## src/rtl/wisc_pkg.sv

```systemverilog
// Shared WISC definitions: opcodes, condition codes, flag bit positions,
// halt state encoding and the B-type target helper.
// Imported by the branch resolver and any future flag consumer.
package wisc_pkg;

  localparam logic [3:0] OP_B   = 4'b1100;
  localparam logic [3:0] OP_BR  = 4'b1101;
  localparam logic [3:0] OP_HLT = 4'b1111;

  typedef enum logic [2:0] {
    COND_NE = 3'b000,
    COND_EQ = 3'b001,
    COND_GT = 3'b010,
    COND_LT = 3'b011,
    COND_GE = 3'b100,
    COND_LE = 3'b101,
    COND_OV = 3'b110,
    COND_UN = 3'b111
  } cond_t;

  localparam int FLAG_V = 2;
  localparam int FLAG_N = 1;
  localparam int FLAG_Z = 0;

  typedef enum logic [1:0] {
    ST_RUN    = 2'd0,
    ST_DRAIN  = 2'd1,
    ST_HALTED = 2'd2
  } halt_state_t;

  // PC-relative target: offset is in words, so shift left by one; wraps mod 2^16.
  function automatic logic [15:0] b_target(input logic [15:0] pc_plus2,
                                           input logic [8:0]  imm9);
    return pc_plus2 + {{6{imm9[8]}}, imm9, 1'b0};
  endfunction

endpackage

```

## src/rtl/branch_resolve_unit_if.sv

```systemverilog
// ID-stage branch resolver bus: ID instruction fields and flag state in,
// branch decision, flush/stall strobes, halt status and counters out.
// master = pipeline side driving ID fields; slave = resolver.
interface branch_resolve_unit_if #(
  parameter int CNT_W = 16
);
  logic             id_valid;
  logic [3:0]       id_opcode;
  logic [2:0]       id_cond;
  logic [8:0]       id_imm9;
  logic [15:0]      id_rs_data;
  logic [15:0]      id_pc_plus2;
  logic [2:0]       flags;
  logic [2:0]       ex_flag_en;
  logic             take_branch;
  logic [15:0]      branch_target;
  logic             flush_if;
  logic             stall_id;
  logic             halted;
  logic [CNT_W-1:0] br_cnt;
  logic [CNT_W-1:0] taken_cnt;

  modport master (
    output id_valid, id_opcode, id_cond, id_imm9, id_rs_data, id_pc_plus2,
           flags, ex_flag_en,
    input  take_branch, branch_target, flush_if, stall_id, halted,
           br_cnt, taken_cnt
  );

  modport slave (
    input  id_valid, id_opcode, id_cond, id_imm9, id_rs_data, id_pc_plus2,
           flags, ex_flag_en,
    output take_branch, branch_target, flush_if, stall_id, halted,
           br_cnt, taken_cnt
  );
endinterface

```

## src/rtl/branch_cond_eval.sv

```systemverilog
// Condition evaluator: decides a condition code against Z/N/V and reports
// which flag bits that decision depends on. Purely combinational, no stall.
// Ports: cond (code), flags ([2]=V,[1]=N,[0]=Z) -> cond_true, need_mask.
module branch_cond_eval
  import wisc_pkg::*;
(
  input  cond_t      cond,
  input  logic [2:0] flags,
  output logic       cond_true,
  output logic [2:0] need_mask
);

  logic w_z, w_n, w_v;
  assign w_z = flags[FLAG_Z];
  assign w_n = flags[FLAG_N];
  assign w_v = flags[FLAG_V];

  always_comb begin
    cond_true = 1'b0;
    need_mask = 3'b000;
    case (cond)
      COND_NE: begin cond_true = ~w_z;                     need_mask[FLAG_Z] = 1'b1; end
      COND_EQ: begin cond_true = w_z;                      need_mask[FLAG_Z] = 1'b1; end
      COND_GT: begin
        cond_true = ~w_z & ~w_n;
        need_mask[FLAG_Z] = 1'b1;
        need_mask[FLAG_N] = 1'b1;
      end
      COND_LT: begin cond_true = w_n;                      need_mask[FLAG_N] = 1'b1; end
      COND_GE: begin
        cond_true = w_z | (~w_z & ~w_n);
        need_mask[FLAG_Z] = 1'b1;
        need_mask[FLAG_N] = 1'b1;
      end
      COND_LE: begin
        cond_true = w_n | w_z;
        need_mask[FLAG_Z] = 1'b1;
        need_mask[FLAG_N] = 1'b1;
      end
      COND_OV: begin cond_true = w_v;                      need_mask[FLAG_V] = 1'b1; end
      default: begin cond_true = 1'b1; end  // always: depends on no flag
    endcase
  end

endmodule

```

## src/rtl/branch_resolve_unit.sv

```systemverilog
// ID-stage branch resolver + HLT drain/halt FSM + saturating branch counters.
// Decision/target/flush/stall are same-cycle; one-cycle stall on a flag hazard.
// Ports: clk, rst (sync, active-high), bus (slave modport of branch_resolve_unit_if).
module branch_resolve_unit
  import wisc_pkg::*;
#(
  parameter int DRAIN_CYCLES = 4,
  parameter int CNT_W        = 16
) (
  input logic                    clk,
  input logic                    rst,
  branch_resolve_unit_if.slave   bus
);

  localparam int DW = (DRAIN_CYCLES > 2) ? $clog2(DRAIN_CYCLES) : 1;

  halt_state_t      r_state;
  logic [DW-1:0]    r_drain_cnt;
  logic             r_stall_q;
  logic [CNT_W-1:0] r_br_cnt;
  logic [CNT_W-1:0] r_taken_cnt;

  logic        w_run, w_is_br, w_is_hlt, w_hazard, w_resolve, w_taken;
  logic        w_cond_true;
  logic [2:0]  w_need_mask;
  logic [15:0] w_target;

  branch_cond_eval u_cond (
    .cond      (cond_t'(bus.id_cond)),
    .flags     (bus.flags),
    .cond_true (w_cond_true),
    .need_mask (w_need_mask)
  );

  assign w_run    = (r_state == ST_RUN) & ~rst;
  assign w_is_br  = bus.id_valid & ((bus.id_opcode == OP_B) | (bus.id_opcode == OP_BR));
  assign w_is_hlt = bus.id_valid & (bus.id_opcode == OP_HLT);

  // A flag the condition reads is being rewritten in EX: wait one cycle.
  // r_stall_q masks the second look so a branch never stalls twice.
  assign w_hazard  = w_run & w_is_br & (|(bus.ex_flag_en & w_need_mask)) & ~r_stall_q;
  assign w_resolve = w_run & w_is_br & ~w_hazard;
  assign w_taken   = w_resolve & w_cond_true;
  assign w_target  = (bus.id_opcode == OP_BR) ? bus.id_rs_data
                                              : b_target(bus.id_pc_plus2, bus.id_imm9);

  assign bus.take_branch   = w_taken;
  assign bus.branch_target = w_taken ? w_target : 16'h0000;
  assign bus.flush_if      = w_taken;
  assign bus.stall_id      = ~rst & ((r_state != ST_RUN) | w_hazard);
  assign bus.halted        = ~rst & (r_state == ST_HALTED);
  assign bus.br_cnt        = r_br_cnt;
  assign bus.taken_cnt     = r_taken_cnt;

  always_ff @(posedge clk) begin
    if (rst) begin
      r_state     <= ST_RUN;
      r_drain_cnt <= '0;
      r_stall_q   <= 1'b0;
      r_br_cnt    <= '0;
      r_taken_cnt <= '0;
    end else begin
      r_stall_q <= w_hazard;
      if (w_resolve && (r_br_cnt != {CNT_W{1'b1}}))
        r_br_cnt <= r_br_cnt + CNT_W'(1);
      if (w_taken && (r_taken_cnt != {CNT_W{1'b1}}))
        r_taken_cnt <= r_taken_cnt + CNT_W'(1);

      case (r_state)
        ST_RUN: begin
          if (w_is_hlt) begin
            r_drain_cnt <= DW'(DRAIN_CYCLES - 1);
            r_state     <= (DRAIN_CYCLES <= 1) ? ST_HALTED : ST_DRAIN;
          end
        end
        ST_DRAIN: begin
          // Count reaches 0 on the same edge that enters HALTED.
          r_drain_cnt <= r_drain_cnt - DW'(1);
          if (r_drain_cnt <= DW'(1))
            r_state <= ST_HALTED;
        end
        ST_HALTED: r_state <= ST_HALTED;
        default:   r_state <= ST_RUN;
      endcase
    end
  end

endmodule

```

## src/flat_wrapper.sv

```systemverilog
// flat-port wrapper written by rule: the top's interface ports become plain ports
module branch_resolve_unit_flat import wisc_pkg::*;
#(
  parameter int DRAIN_CYCLES = 4,
  parameter int CNT_W        = 16
)
  (clk, rst, bus_id_valid, bus_id_opcode, bus_id_cond, bus_id_imm9, bus_id_rs_data, bus_id_pc_plus2, bus_flags, bus_ex_flag_en, bus_take_branch, bus_branch_target, bus_flush_if, bus_stall_id, bus_halted, bus_br_cnt, bus_taken_cnt);
  branch_resolve_unit_if #(.CNT_W(CNT_W)) bus_i ();
  input logic clk;
  input logic rst;
  input wire logic [$bits(bus_i.id_valid)-1:0] bus_id_valid;
  input wire logic [$bits(bus_i.id_opcode)-1:0] bus_id_opcode;
  input wire logic [$bits(bus_i.id_cond)-1:0] bus_id_cond;
  input wire logic [$bits(bus_i.id_imm9)-1:0] bus_id_imm9;
  input wire logic [$bits(bus_i.id_rs_data)-1:0] bus_id_rs_data;
  input wire logic [$bits(bus_i.id_pc_plus2)-1:0] bus_id_pc_plus2;
  input wire logic [$bits(bus_i.flags)-1:0] bus_flags;
  input wire logic [$bits(bus_i.ex_flag_en)-1:0] bus_ex_flag_en;
  output wire logic [$bits(bus_i.take_branch)-1:0] bus_take_branch;
  output wire logic [$bits(bus_i.branch_target)-1:0] bus_branch_target;
  output wire logic [$bits(bus_i.flush_if)-1:0] bus_flush_if;
  output wire logic [$bits(bus_i.stall_id)-1:0] bus_stall_id;
  output wire logic [$bits(bus_i.halted)-1:0] bus_halted;
  output wire logic [$bits(bus_i.br_cnt)-1:0] bus_br_cnt;
  output wire logic [$bits(bus_i.taken_cnt)-1:0] bus_taken_cnt;
  assign bus_i.id_valid = bus_id_valid;
  assign bus_i.id_opcode = bus_id_opcode;
  assign bus_i.id_cond = bus_id_cond;
  assign bus_i.id_imm9 = bus_id_imm9;
  assign bus_i.id_rs_data = bus_id_rs_data;
  assign bus_i.id_pc_plus2 = bus_id_pc_plus2;
  assign bus_i.flags = bus_flags;
  assign bus_i.ex_flag_en = bus_ex_flag_en;
  assign bus_take_branch = bus_i.take_branch;
  assign bus_branch_target = bus_i.branch_target;
  assign bus_flush_if = bus_i.flush_if;
  assign bus_stall_id = bus_i.stall_id;
  assign bus_halted = bus_i.halted;
  assign bus_br_cnt = bus_i.br_cnt;
  assign bus_taken_cnt = bus_i.taken_cnt;
  branch_resolve_unit #(.DRAIN_CYCLES(DRAIN_CYCLES), .CNT_W(CNT_W)) u_core (.clk(clk), .rst(rst), .bus(bus_i));
endmodule
```

## config.mk

```make
export PLATFORM = sky130hd
export DESIGN_NAME = branch_resolve_unit_flat
export DESIGN_NICKNAME = d
export VERILOG_FILES = /design/src/rtl/wisc_pkg.sv /design/src/rtl/branch_resolve_unit_if.sv /design/src/rtl/branch_cond_eval.sv /design/src/rtl/branch_resolve_unit.sv /design/src/flat_wrapper.sv
export SDC_FILE = /design/constraint.sdc
export NUM_CORES = 1
export LEC_CHECK = 0
export BUFFER_PORTS_ARGS = -buffer_cell sky130_fd_sc_hd__buf_4
export CAP_MARGIN = 40
export CORE_MARGIN = 4
export CORE_UTILIZATION = 45
export CTS_CLUSTER_SIZE = 14
export DETAILED_ROUTE_END_ITERATION = 8
export GPL_TIMING_DRIVEN = 0
export HOLD_SLACK_MARGIN = 0.1
export MAX_ROUTING_LAYER = met4
export PLACE_DENSITY = 0.74
export SETUP_SLACK_MARGIN = 0.1
export SLEW_MARGIN = 20
export SYNTH_ARGS = -nofsm -noshare
export SYNTH_HDL_FRONTEND = slang
export SYNTH_SLANG_ARGS = --single-unit
```

## constraint.sdc

```tcl
create_clock -name clk -period 3.6 [get_ports clk]
set_clock_uncertainty 0.1 [all_clocks]
set_input_delay 0.54 -clock clk [delete_from_list [all_inputs] [get_ports clk]]
set_output_delay 0.54 -clock clk [all_outputs]
set_load 0.05 [all_outputs]
```

==> impl_results.md <==
- Status: completed
- Mean Syn Cell Area: 7.58 µm²
- FP Rows: 29
- Yosys warning count: 0
- CTS tree: built
- Tot GR Track Use: 21.3%
- Number of max-cap violations: 0
- Critical path class: input port to primary output
- IO Port Bufs: 107
- Die X: 88.6 µm
- P&R area growth vs syn: 36.5%
- Final ANT Viol Nets: 0
- Most frequent cells in the layout: buf_4 (109), nor2_1 (48), dfxtp_1 (37)
- Post-Syn Area: 2920 µm²
- Syn nets: 465
- Die area: 7850 µm²
- Worst Setup Start Kind: input port
- Max H-tree Level: 2
- Count of cell types in the netlist: 60
- Worst VDD drop: 246 µV
- Period utilisation layout: 92.9%
- Max Slew Vio Count: 0
- Number of synthesized flops with an enable pin: 0
- Main synth FF type: dfxtp_1
- # setup viols final: 0
- Fraction of registers with async set/reset: 0%
- Crit path buffers/inverters: 3
- Final wirelength: 8460 µm
- Flops & latches, synth: 37
- Drt pass-1 iters: 4
- # IOs: 109
- TritonCTS sink count: 37
- Final hold violations: 0
- Rel. slew slack: 55.9%
- Fraction of layout cells with a size suffix above 1: 28.8%
- Top Family by Delay on Critical Path: compound AO/OA/AOI/OAI gates
- Layout net count: 581
- Cell Area, Placed: 3860 µm²
- DRC viols: 0
- PD cells: 269 nW/µm²
- Largest net degree at the start of global routing: 13
- Crit-path max FO: 4
- CP max stage delay: 400 ps
- Gp weighted congestion: 0.896
- HP Class: flop to flop
- Critical path arrival: 2700 ps
- Final instance area: 3990 µm²
- CP max-delay cell: or3b_1
- RSZ-0062 raised after global routing: no
- Initial Utilization: 46.3%
- Required @ worst endpoint: 2960 ps
- FILL cells: 611
- Clk root buf: clkbuf_8
- Placed Cells incl. Taps: 570
- Clk_lat worst skew: 290 ps
- CTS buffer count: 5
- Post-Syn Instances: 386
- Diodes inserted: 0
- Die height: 88.6 µm
- Initial antenna violation count: 0
- Clock tree buffer depth: 2
- Worst-path clk slew: 70 ps
- Worst path cell trace: buf_4 -> ha_1 -> inv_1 -> fa_2 -> nor2b_4 -> o2111a_1 -> o311a_1 -> o21ai_1 -> or3b_1 -> a21oi_2 -> buf_6
- Routed via count: 3217
- Fmax: 0.299 GHz
- P_leak: 1.74 nW
- Slew @ Worst Pin: 659 ps
- Commonest non-fill, non-tap cell in the layout: buf_4
- Hold-fix buffers, CTS: 0
- Seq/Total Area, Yosys: 25.3%
- Total core area: 6310 µm²
- DRT iter0 DRCs: 196
- Routed WL per cell: 14.6 µm
- Vias per cell: 5.55
- CP endpoint kind: primary output
- Min Tclk post-route: 3340 ps
- GRT overflow: 0
- Setup TNS: 0 ps
- Final design utilization: 63.2%
- Non-filler instance count after layout: 580
- Hpwl dp: 6730 µm
- First-pass GRT wire length: 13200 µm
- Vias in the first global route: 2998
[state kept, by name, summed over array words and instances, names as in the netlist]
register,flops
u_core.bus.br_cnt,16
u_core.r_state,2
u_core.r_drain_cnt,2
u_core.bus.taken_cnt,16
u_core.r_stall_q,1
[per-layer routing]
metal / vias up / GRT usage (%) / wire, µm / part of all wire [%]
met5: - / - / 0 / 0
met4: 0 / 3.85 / 52 / 0.61
met3: 6 / 3.54 / 584 / 6.9
met2: 101 / 37.1 / 4090 / 48
met1: 1488 / 26.0 / 3730 / 44
li1: 1622 / - / - / -
[cell type report]
| cell class | count | area [µm²] | area share (%) |
|---|---|---|---|
| Inverter | 13 | 48.8 | 1.22 |
| Timing Repair Buffer | 109 | 822 | 20.6 |
| Buffer | 17 | 80.1 | 2.01 |
| Sequential cell | 37 | 741 | 18.6 |
| Tap cell | 77 | 96.3 | 2.41 |
| Clock buffer | 5 | 68.8 | 1.72 |
| Multi-Input combinational cell | 319 | 2120 | 53.0 |
| Clock inverter | 3 | 17.5 | 0.439 |
[report_power, final]
group / total (W) / leakage, nW / internal [W] / switching (W)
sequential: 0.000435 / 0.298 / 0.000425 / 0.0000103
combinational: 0.000356 / 1.40 / 0.000158 / 0.000197
clock: 0.000283 / 0.0439 / 0.000134 / 0.000149
[what timing repair did]
item | 4_1_cts | 5_1_grt
resized for setup | 2 | 8
pin swaps | 0 | 3
endpoints found under the hold margin | 0 | 0
buffers inserted | 0 | 2
setup endpoints to repair | 2 | 11
[through the flow]
step / setup slack, ps / hold slack [ps] / total power [W]
2_1_floorplan: 248 / 355 / 0.000677
3_3_place_gp: 22.4 / 369 / 0.000781
3_5_place_dp: 50.5 / 382 / 0.000789
4_1_cts: 99.4 / 394 / 0.00108
5_1_grt: 105 / 417 / 0.00114
6_report: 256 / 388 / 0.00107
[cells in the mapped netlist (3+ instances only)]
cell	n	area share [%]
a211oi_1	10	2.6
and3_1	7	1.5
or2_2	3	0.64
mux2_2	3	1.2
mux2i_1	6	2.1
xor2_1	14	4.2
inv_1	13	1.7
nor2b_1	10	2.1
dfxtp_1	37	25
a21oi_1	33	5.6
nor3_1	9	1.5
nand4_1	11	2.4
or3_1	10	2.1
nand2b_1	5	1.1
or4_1	3	0.77
buf_2	4	0.68
ha_1	21	9.0
nor2_1	48	6.2
nand2_1	29	3.7
nand3_1	18	3.1
xnor2_1	7	2.1
clkbuf_1	10	1.3
o31ai_1	3	0.77
o21ai_0	25	4.3
o21a_1	3	0.77
[logic make-up after synthesis]
group / synth area share [%]
DFF: 25.3
buffers and inverters: 4.41
adders and majority gates: 9.67
AOI/OAI and AO/OA: 20.3
and+or+nand+nor: 30.8
muxes: 3.21
xor gates and xnor gates: 6.29
[worst reg2reg max path, stage by stage (launching register included)]
cell and delay [ps]:
dfxtp_1 330, inv_1 110, ha_1 250, nand4_1 120, or3_4 360, nor3_4 210, buf_4 150, nand3b_4 130
nor4_1 340, mux2_2 380
[path summary, 6_finish.rpt]
| check | from | to | slack, ps | cells past startpoint |
|---|---|---|---|---|
| worst max-delay path | bus_id_pc_plus2[1] | bus_branch_target[11] | 260 | 11 |
| worst min-delay path | u_core.r_drain_cnt[1]$_SDFFE_PP0P_ | u_core.r_drain_cnt[1]$_SDFFE_PP0P_ | 390 | 2 |
| worst max register to register | u_core.r_state[0]$_SDFFE_PP0P_ | u_core.bus.taken_cnt[15]$_SDFFE_PP0P_ | 1000 | 9 |
| worst min register to register | u_core.r_drain_cnt[1]$_SDFFE_PP0P_ | u_core.r_drain_cnt[1]$_SDFFE_PP0P_ | 390 | 2 |
Power figures use the tool's default switching activity.
